<file path="src/rtl/cpu_pkg.sv">
// Shared types and constants for the multi-cycle control sequencer and the ALU control decoder.
// Latency: none (types, constants and a pure match function only).
// Backpressure: not applicable.
package cpu_pkg;

    // Sequencer states; the encoding is visible on the debug state port.
    typedef enum logic [2:0] {
        ST_FETCH  = 3'd0,
        ST_DECODE = 3'd1,
        ST_EXEC   = 3'd2,
        ST_MEM    = 3'd3,
        ST_WB     = 3'd4,
        ST_TRAP   = 3'd7
    } state_t;

    // Instruction classes produced by the opcode decoder.
    typedef enum logic [3:0] {
        IC_ILLEGAL = 4'd0,
        IC_LDUR    = 4'd1,
        IC_STUR    = 4'd2,
        IC_ADD     = 4'd3,
        IC_SUBS    = 4'd4,
        IC_SUBI    = 4'd5,
        IC_MOVZ    = 4'd6,
        IC_CBZ     = 4'd7,
        IC_B       = 4'd8
    } iclass_t;

    // ALUOp encodings seen by the ALU control decoder.
    localparam logic [1:0] ALUOP_ADD    = 2'b00;
    localparam logic [1:0] ALUOP_BRANCH = 2'b01;
    localparam logic [1:0] ALUOP_DP     = 2'b10;

    // Opcode field masks: 11-bit (R/D format), 9-bit (I/IW format), 8-bit (CB), 6-bit (B).
    localparam logic [31:0] MASK_OP11 = 32'hFFE0_0000;
    localparam logic [31:0] MASK_OP9  = 32'hFF80_0000;
    localparam logic [31:0] MASK_OP8  = 32'hFF00_0000;
    localparam logic [31:0] MASK_OP6  = 32'hFC00_0000;

    // Opcode match values, aligned to bit 31.
    localparam logic [31:0] OPC_LDUR = 32'hF840_0000;
    localparam logic [31:0] OPC_STUR = 32'hF800_0000;
    localparam logic [31:0] OPC_ADD  = 32'h8B00_0000;
    localparam logic [31:0] OPC_SUBS = 32'hEB00_0000;
    localparam logic [31:0] OPC_SUBI = 32'hD100_0000;
    localparam logic [31:0] OPC_MOVZ = 32'hD280_0000;
    localparam logic [31:0] OPC_CBZ  = 32'hB400_0000;
    localparam logic [31:0] OPC_B    = 32'h1400_0000;

    function automatic logic op_match(input logic [31:0] ir,
                                      input logic [31:0] mask,
                                      input logic [31:0] match);
        return (ir & mask) == match;
    endfunction

endpackage

</file>
<file path="src/rtl/cpu_opcode_decode.sv">
// Classifies an instruction word into its class and flags anything unsupported as illegal.
// Latency: purely combinational, zero cycles.
// Backpressure: none; output follows the input word.
module cpu_opcode_decode
    import cpu_pkg::*;
(
    input  logic [31:0] ir,
    output iclass_t     cls,
    output logic        illegal
);

    // The fixed-width opcode fields do not overlap, so the order of the chain is not significant.
    always_comb begin
        cls = IC_ILLEGAL;
        if      (op_match(ir, MASK_OP11, OPC_LDUR)) cls = IC_LDUR;
        else if (op_match(ir, MASK_OP11, OPC_STUR)) cls = IC_STUR;
        else if (op_match(ir, MASK_OP11, OPC_ADD))  cls = IC_ADD;
        else if (op_match(ir, MASK_OP11, OPC_SUBS)) cls = IC_SUBS;
        else if (op_match(ir, MASK_OP9,  OPC_SUBI)) cls = IC_SUBI;
        else if (op_match(ir, MASK_OP9,  OPC_MOVZ)) cls = IC_MOVZ;
        else if (op_match(ir, MASK_OP8,  OPC_CBZ))  cls = IC_CBZ;
        else if (op_match(ir, MASK_OP6,  OPC_B))    cls = IC_B;
        illegal = (cls == IC_ILLEGAL);
    end

endmodule

</file>
<file path="src/rtl/cpu_control_fsm.sv">
// Multi-cycle FETCH/DECODE/EXEC/MEM/WB sequencer that drives the datapath enables, the memory handshakes and the PC update.
// Latency: B/CBZ/CMP 3 cycles, ADD/SUBI/MOVZ/STUR 4 cycles, LDUR 5 cycles, plus one cycle per memory wait.
// Backpressure: req is held until ack is seen; after TIMEOUT unacknowledged req cycles the core parks in TRAP until reset.
module cpu_control_fsm
    import cpu_pkg::*;
#(
    parameter int unsigned TIMEOUT = 255
) (
    input  logic        clk,
    input  logic        rst_n,
    output logic        imem_req,
    input  logic        imem_ack,
    input  logic [31:0] imem_rdata,
    output logic        dmem_req,
    output logic        dmem_we,
    input  logic        dmem_ack,
    output logic [31:0] instr,
    output logic [1:0]  alu_op,
    output logic        alu_src_imm,
    output logic        reg_write,
    output logic        mem_to_reg,
    output logic        flags_write,
    input  logic        alu_zero,
    output logic        pc_write,
    output logic        pc_src_branch,
    output logic        trap,
    output logic [2:0]  state
);

    // Last count value before the timeout fires: req is then high for exactly TIMEOUT cycles.
    localparam logic [7:0] WAIT_LAST = 8'(TIMEOUT - 1);

    state_t      state_q;
    state_t      state_d;
    logic [7:0]  wait_cnt;
    iclass_t     cls;
    logic        illegal;
    logic        req_stall;
    logic        is_ldur;
    logic        is_stur;

    cpu_opcode_decode u_decode (
        .ir      (instr),
        .cls     (cls),
        .illegal (illegal)
    );

    assign is_ldur = (cls == IC_LDUR);
    assign is_stur = (cls == IC_STUR);
    assign state   = state_q;

    // A cycle where the current state's request goes unacknowledged.
    assign req_stall = ((state_q == ST_FETCH) && !imem_ack) ||
                       ((state_q == ST_MEM)   && !dmem_ack);

    // State register; reset wins over any in-flight ack.
    always_ff @(posedge clk) begin
        if (!rst_n) state_q <= ST_FETCH;
        else        state_q <= state_d;
    end

    // Instruction register, loaded on the fetch handshake.
    always_ff @(posedge clk) begin
        if (!rst_n)                                 instr <= 32'h0;
        else if ((state_q == ST_FETCH) && imem_ack) instr <= imem_rdata;
    end

    // Wait counter: restarts on every state change, counts unacknowledged req cycles.
    always_ff @(posedge clk) begin
        if (!rst_n)                  wait_cnt <= 8'h0;
        else if (state_d != state_q) wait_cnt <= 8'h0;
        else if (req_stall)          wait_cnt <= wait_cnt + 8'h1;
    end

    // Next-state logic.
    always_comb begin
        state_d = state_q;
        case (state_q)
            ST_FETCH: begin
                if (imem_ack)                  state_d = ST_DECODE;
                else if (wait_cnt >= WAIT_LAST) state_d = ST_TRAP;
            end
            ST_DECODE: state_d = illegal ? ST_TRAP : ST_EXEC;
            ST_EXEC: begin
                case (cls)
                    IC_B, IC_CBZ, IC_SUBS: state_d = ST_FETCH;
                    IC_LDUR, IC_STUR:      state_d = ST_MEM;
                    default:               state_d = ST_WB;
                endcase
            end
            ST_MEM: begin
                if (dmem_ack)                   state_d = is_stur ? ST_FETCH : ST_WB;
                else if (wait_cnt >= WAIT_LAST) state_d = ST_TRAP;
            end
            ST_WB:   state_d = ST_FETCH;
            ST_TRAP: state_d = ST_TRAP;
            default: state_d = ST_TRAP;
        endcase
    end

    // Output logic: Moore enables from the state, plus the ack/zero-qualified PC controls.
    always_comb begin
        imem_req      = (state_q == ST_FETCH);
        dmem_req      = (state_q == ST_MEM);
        dmem_we       = (state_q == ST_MEM) && is_stur;
        alu_op        = ALUOP_ADD;
        alu_src_imm   = 1'b0;
        reg_write     = (state_q == ST_WB);
        mem_to_reg    = (state_q == ST_WB) && is_ldur;
        flags_write   = (state_q == ST_EXEC) && (cls == IC_SUBS);
        pc_write      = 1'b0;
        pc_src_branch = 1'b0;
        trap          = (state_q == ST_TRAP);

        if ((state_q == ST_DECODE) || (state_q == ST_EXEC) ||
            (state_q == ST_MEM)    || (state_q == ST_WB)) begin
            case (cls)
                IC_CBZ, IC_B:                   alu_op = ALUOP_BRANCH;
                IC_ADD, IC_SUBS, IC_SUBI, IC_MOVZ: alu_op = ALUOP_DP;
                default:                        alu_op = ALUOP_ADD;
            endcase
            alu_src_imm = (cls == IC_SUBI) || (cls == IC_MOVZ) || is_ldur || is_stur;
        end

        case (state_q)
            ST_EXEC: begin
                pc_write      = (cls == IC_B) || (cls == IC_CBZ) || (cls == IC_SUBS);
                pc_src_branch = (cls == IC_B) || ((cls == IC_CBZ) && alu_zero);
            end
            ST_MEM:  pc_write = dmem_ack && is_stur;
            ST_WB:   pc_write = 1'b1;
            default: pc_write = 1'b0;
        endcase
    end

endmodule

</file>
<file path="config.mk">
export PLATFORM = sky130hd
export DESIGN_NAME = cpu_control_fsm
export DESIGN_NICKNAME = d
export VERILOG_FILES = /design/src/rtl/cpu_pkg.sv /design/src/rtl/cpu_opcode_decode.sv /design/src/rtl/cpu_control_fsm.sv
export SDC_FILE = /design/constraint.sdc
export NUM_CORES = 1
export LEC_CHECK = 0
export CAP_MARGIN = 20
export CORE_MARGIN = 2
export CORE_UTILIZATION = 45
export DETAILED_ROUTE_END_ITERATION = 10
export PLACE_DENSITY = 0.89
export SLEW_MARGIN = 15
export SYNTH_ARGS = -nofsm -noshare
export SYNTH_HDL_FRONTEND = slang
export SYNTH_SLANG_ARGS = --single-unit
</file>
<file path="constraint.sdc">
create_clock -name clk -period 2.7 [get_ports clk]
set_input_delay 0.27 -clock clk [delete_from_list [all_inputs] [get_ports clk]]
set_output_delay 0.27 -clock clk [all_outputs]
set_load 0.01 [all_outputs]
</file>
==> results of run 1 <==
final cells by class:
type | count | share of cell area (%)
multi-input combinational | 195 | 37.5
sequential | 43 | 28.5
timing repair buffer | 87 | 28.5
clock buffer | 6 | 2.73
tap | 52 | 2.15
inverter | 4 | 0.496
clock inverter | 1 | 0.165
registers in the layout, summed over array words and instances, names as in the netlist:
name      count
state         3
instr        32
wait_cnt      8
worst max-delay path, stage by stage, from the launching register on:
cell and delay, ns:
dfxtp_1 0.49, and4bb_2 0.31, o21ai_1 0.13, o21ai_0 0.15, nor2b_1 0.15, or3_1 0.33
clkdlybuf4s50_1 0.48
layout by cell type, fill, tap and decap left out, types with 4 or more instances in the layout:
| cell type | n |
|---|---|
| clkdlybuf4s50_1 | 83 |
| nand2_1 | 74 |
| dfxtp_1 | 42 |
| a21boi_0 | 32 |
| nor2_1 | 10 |
| o21ai_0 | 8 |
| clkbuf_8 | 6 |
| nor3_1 | 5 |
| and2_1 | 5 |
| xor2_1 | 5 |
| inv_1 | 4 |
| nor2b_1 | 4 |
| nand4_1 | 4 |
| and3_1 | 4 |
| a21oi_1 | 4 |
| buf_4 | 4 |
power by group through the flow:
stage | combinational [W] | clock, W | sequential, W
finish | 0.00102 | 0.000398 | 0.000934
global route | 0.00112 | 0.000438 | 0.000959
CTS | 0.00103 | 0.000415 | 0.000930
detailed placement | 0.00102 | 0 | 0.000945
global placement | 0.00100 | 0 | 0.000936
floorplan | 0.000540 | 0 | 0.000944
per-layer routing:
metal	part of all wire (%)	up-vias	track usage, %
met1	43	952	23.5
met5	0	-	0
met2	45	75	32.3
li1	-	1029	-
met4	1.7	0	7.34
met3	10	10	9.42
stage by stage:
step / power [W] / instances / utilization (%) / cell area [um2]
finish: 0.00235 / 388 / 69.0 / 3020
floorplan: 0.00148 / 256 / - / 2070
detailed placement: 0.00196 / 381 / 66.8 / 2930
global placement: 0.00194 / 381 / 66.8 / 2930
global route: 0.00252 / 388 / 69.0 / 3020
CTS: 0.00237 / 388 / 68.8 / 3020
worst max path at each step:
stage / to / slack (ns) / depth (start not counted)
floorplan: pc_write / 0.82 / 6
global placement: pc_write / 0.51 / 6
detailed placement: pc_write / 0.42 / 6
CTS: pc_write / 0.09 / 6
global route: pc_write / 0.001 / 6
finish: pc_write / 0.10 / 6
cell families after synthesis:
family	count (synthesis)	share of synthesized area, %
xor gates and xnor gates	7	2.96
adders and majority gates	2	1.21
DFF	43	41.6
and+or+nand+nor	130	30.8
buffers and inverters	18	3.87
AOI/OAI and AO/OA	56	19.5
what timing repair did:
action / CTS / global route
buffers inserted: 0 / 0
setup endpoints to repair: 0 / 1
endpoints found under the hold margin: 0 / 0
resized for setup: 0 / 2
==> metrics.cfg, run 1 <==
[clock_network]
h-tree-depth = 2
cts_tree = done
root_buffer = clkbuf_8
clockBufferDepth = 2
cts-buffers-inserted = 5
cts_sinks = 43
clk_pin_slew_ns = 0.07
clock_latency_ns = 0.29
cts-hold-fix-buffers = 0

[timing]
fin_crit_sh_pct = 96.2
hold_viol = 0
relSlewSlack_pct = 56.3
whs_ns = 0.462
rsz0062_at_grt = false
max_freq_mhz = 385
skew_ns = 0.00272
slew_viol_final = 0
layout_setup_ws_ns = 0.103
min_period_ns = 2.60
tns_ns = 0
tightest_slew_ns = 0.654
setup_violations = 0

[floorplanning]
die_w_um = 71.8
ios = 84
die_area_um2 = 5160
die_h_um = 71.8
rows = 24
core_um2 = 4380
start_util_pct = 47.2

[setup_path]
cp-startpoint = instr[30]
timing.rr.end = wait_cnt[1]
end_kind = primary output
crit_fanout = 9
worstPathArrival_ns = 2.33
rr_worst_depth = 6
r2r_setup_slack_ns = 0.84
r2r_start = wait_cnt[0]
start_kind = register
critPathKind = reg -> out
required_ns = 2.43

[logic_synthesis]
ys.warnings.count = 0
synth.net_count = 295
ys_top_cells_by_area = dfxtp_1 42%, nand2_1 13%, a21boi_0 12%
ys_ff_latch = 43
synth_most_common_cell = nand2_1
synth_top_cells_by_count = 74 x nand2_1, 43 x dfxtp_1, 32 x a21boi_0, 10 x nor2_1, 9 x clkbuf_1
syn_area_per_cell_um2 = 8.08
synth_edf_count = 0
synth-seq-area-share_pct = 41.6
async_flop_share_pct = 0
syn_area_um2 = 2070
syn-instance-count = 256
synth_top_cell_area_share_pct = 41.6
yosys.area.top_type = dfxtp_1
synth.distinct_cells = 41
synth_ff_type = dfxtp_1

[min_path]
hold_path_end = instr[14]
min_from = instr[14]
hold_depth = 2
holdCritPathClass = reg -> reg

[placed_design]
place.gp.congestion = 0.942
io_buffers = 83
place_ws_ns = 0.415
place.detailed.hpwl_um = 3740

[final_layout]
seqCellArea_um2 = 862
antenna_cells = 0
syn2layout_area_growth_pct = 46.1
num-fill-cells = 350
multi_input_area_um2 = 1130
drive_gt1_share_pct = 5.65
fin_nets = 375

[power]
p_per_area_nw_per_um2 = 777
combPwrFrac_pct = 43.3
swShare_pct = 36.5
p_leak_nw = 1.09
clock_power_share_pct = 16.9
p_int_w = 0.00149
vdd_drop_max_mv = 0.426
pwr-share-seq_pct = 39.8
power.switching_w = 0.000858

[outcome]
run_status = finished clean

[drt]
vias = 2066
wire_per_inst_um = 13.0
via_per_inst = 5.32
routed_wl_um = 5060
ant_nets = 0
first_pass_iters = 4
drcViolationCount = 0
drtIter0Drc = 121

[grt]
grt_overflow = 0
antenna_found_initial = 0
grt_pass1_wl_um = 8350
grt_usage_pct = 20.1
grt_max_degree = 36
grt_pass1_vias = 1926

[run]
maxCapViolations = 0

Power figures use the tool's default switching activity.
==> run 2, diff against run 1 <==
ABC_CLOCK_PERIOD_IN_PS = 2700   (was default)
SKIP_LAST_GASP = 1   (was default)
==> results of run 2 <==
No change in the layout: final DEF, timing and power equal those of run 1.
==> run 3, diff against run 2 <==
GPL_ROUTABILITY_DRIVEN = 0   (was default)
MAX_ROUTING_LAYER = met4   (was default)
==> metrics.cfg, run 3 (synthesis gave the netlist of run 1 again) <==
[timing]
tightest_slew_ns = 0.692  ; +0.0380 ns
layout_setup_ws_ns = 0.104  ; +0.000182 ns
setup_violations = 0  ; unchanged
whs_ns = 0.461  ; -0.000563 ns
relSlewSlack_pct = 53.8  ; -2.5 points
fin_crit_sh_pct = 96.2  ; about the same
min_period_ns = 2.60  ; -0.000182 ns
slew_viol_final = 0  ; unchanged
skew_ns = 0.00179  ; -0.000936 ns
max_freq_mhz = 385  ; about the same
rsz0062_at_grt = false
hold_viol = 0  ; unchanged
tns_ns = 0  ; unchanged

[clock_network]
root_buffer = clkbuf_8
clock_latency_ns = 0.29  ; about the same
cts_tree = done
cts_sinks = 43  ; unchanged
clockBufferDepth = 2  ; unchanged
h-tree-depth = 2  ; unchanged
cts-buffers-inserted = 5  ; unchanged
cts_setup_buffers = 0  ; unchanged
clk_pin_slew_ns = 0.07  ; about the same

[placed_design]
io_buffers = 83  ; unchanged
place.detailed.hpwl_um = 3740  ; unchanged
dp_cells = 381  ; unchanged
place_ws_ns = 0.415  ; unchanged

[setup_path]
end_kind = primary output
critPathKind = reg -> out
r2r_start = wait_cnt[0]
r2r_setup_slack_ns = 0.82  ; -0.02 ns
timing.rr.end = wait_cnt[1]
crit_fanout = 9  ; unchanged
worstPathArrival_ns = 2.33  ; about the same
start_kind = register
required_ns = 2.43  ; about the same
rr_worst_depth = 6  ; unchanged

[final_layout]
syn2layout_area_growth_pct = 46.1  ; unchanged
largest_reg_flops = 32  ; unchanged
antenna_cells = 0  ; unchanged
seqCellArea_um2 = 862  ; unchanged
fin_nets = 375  ; unchanged
final_cell_mix = 83 x clkdlybuf4s50_1, 74 x nand2_1, 42 x dfxtp_1
regMostFlops = instr
final_common_cell = clkdlybuf4s50_1
fin_cells = 388  ; unchanged
num-fill-cells = 350  ; unchanged
drive_gt1_share_pct = 5.65  ; unchanged
multi_input_area_um2 = 1130  ; unchanged

[outcome]
run_status = finished clean

[min_path]
holdCritPathClass = reg -> reg
min_from = instr[12]
hold_path_end = instr[12]
hold_depth = 2  ; unchanged

[floorplanning]
start_util_pct = 47.2  ; unchanged
rows = 24  ; unchanged
die_h_um = 71.8  ; unchanged
core_um2 = 4380  ; unchanged
ios = 84  ; unchanged
die_w_um = 71.8  ; unchanged
die_area_um2 = 5160  ; unchanged

[grt]
grt_max_degree = 36  ; unchanged
grt_overflow = 0  ; unchanged
grt_pass1_vias = 1925  ; -0.052%
antenna_found_initial = 0  ; unchanged
grt_usage_pct = 20.8  ; +0.63 points
grt_pass1_wl_um = 8370  ; +0.24%

[drt]
drtIter0Drc = 126  ; +4.1%
via_per_inst = 5.34  ; +0.19%
vias = 2070  ; +0.19%
ant_nets = 0  ; unchanged
drcViolationCount = 0  ; unchanged
first_pass_iters = 4  ; unchanged
wire_per_inst_um = 13.1  ; +0.26%
routed_wl_um = 5070  ; +0.26%

[run]
maxCapViolations = 0  ; unchanged

[power]
p_per_area_nw_per_um2 = 778  ; +0.10%
finalPower_w = 0.00235  ; +0.10%
p_leak_nw = 1.09  ; unchanged
vdd_drop_max_mv = 0.427  ; +0.31%

run 3: cell counts in the layout (fill, tap and decap cells not counted):
No cell type changed its count.
run 3: area by class of cell:
cell class              instances  area share (%)
inverters                       4           0.496
multi-input cells             195            37.5
repair buffers                 87            28.5
flip-flops and latches         43            28.5
clock buffers                   6            2.73
clock inverters                 1           0.165
well taps                      52            2.15
run 3: how the worst max path moves through the flow:
stage                to       from  cells after the start
2_1_floorplan  pc_write  instr[30]                      6
5_1_grt        pc_write  instr[30]                      6
6_report       pc_write  instr[30]                      6
4_1_cts        pc_write  instr[25]                      6
3_5_place_dp   pc_write  instr[25]                      6
3_3_place_gp   pc_write  instr[30]                      6
run 3: power breakdown:
group / internal [W] / switching [W]
Sequential: 0.000773 / 0.000161
Clock: 0.000200 / 0.000198
Combinational: 0.000518 / 0.000501
run 3: repair_timing:
| item | in CTS | in global routing |
|---|---|---|
| setup endpoints to repair | 0 | 1 |
| hold endpoints to repair | 0 | 0 |
| resized for setup | 0 | 2 |
| hold buffers | 0 | 0 |
run 3: stage by stage:
stage	utilization, %	cell area [um2]
final	69.0	3020
after detailed placement	66.8	2930
after floorplan	-	2070
after global placement	66.8	2930
after CTS	68.8	3020
after global routing	69.0	3020
run 3: worst max-delay path: stages, from the launching register on:
cell	delay, ns
dfxtp_1	0.49
and4bb_2	0.31
o21ai_1	0.13
o21ai_0	0.15
nor2b_1	0.15
or3_1	0.33
clkdlybuf4s50_1	0.48
run 3: routing by layer:
| metal | GRT usage (%) | share of wire (%) | vias to the layer above |
|---|---|---|---|
| met4 | 7.34 | 1.7 | 0 |
| li1 | - | - | 1030 |
| met1 | 24.9 | 45 | 954 |
| met5 | - | 0 | - |
| met3 | 7.45 | 7.9 | 10 |
| met2 | 32.2 | 45 | 76 |
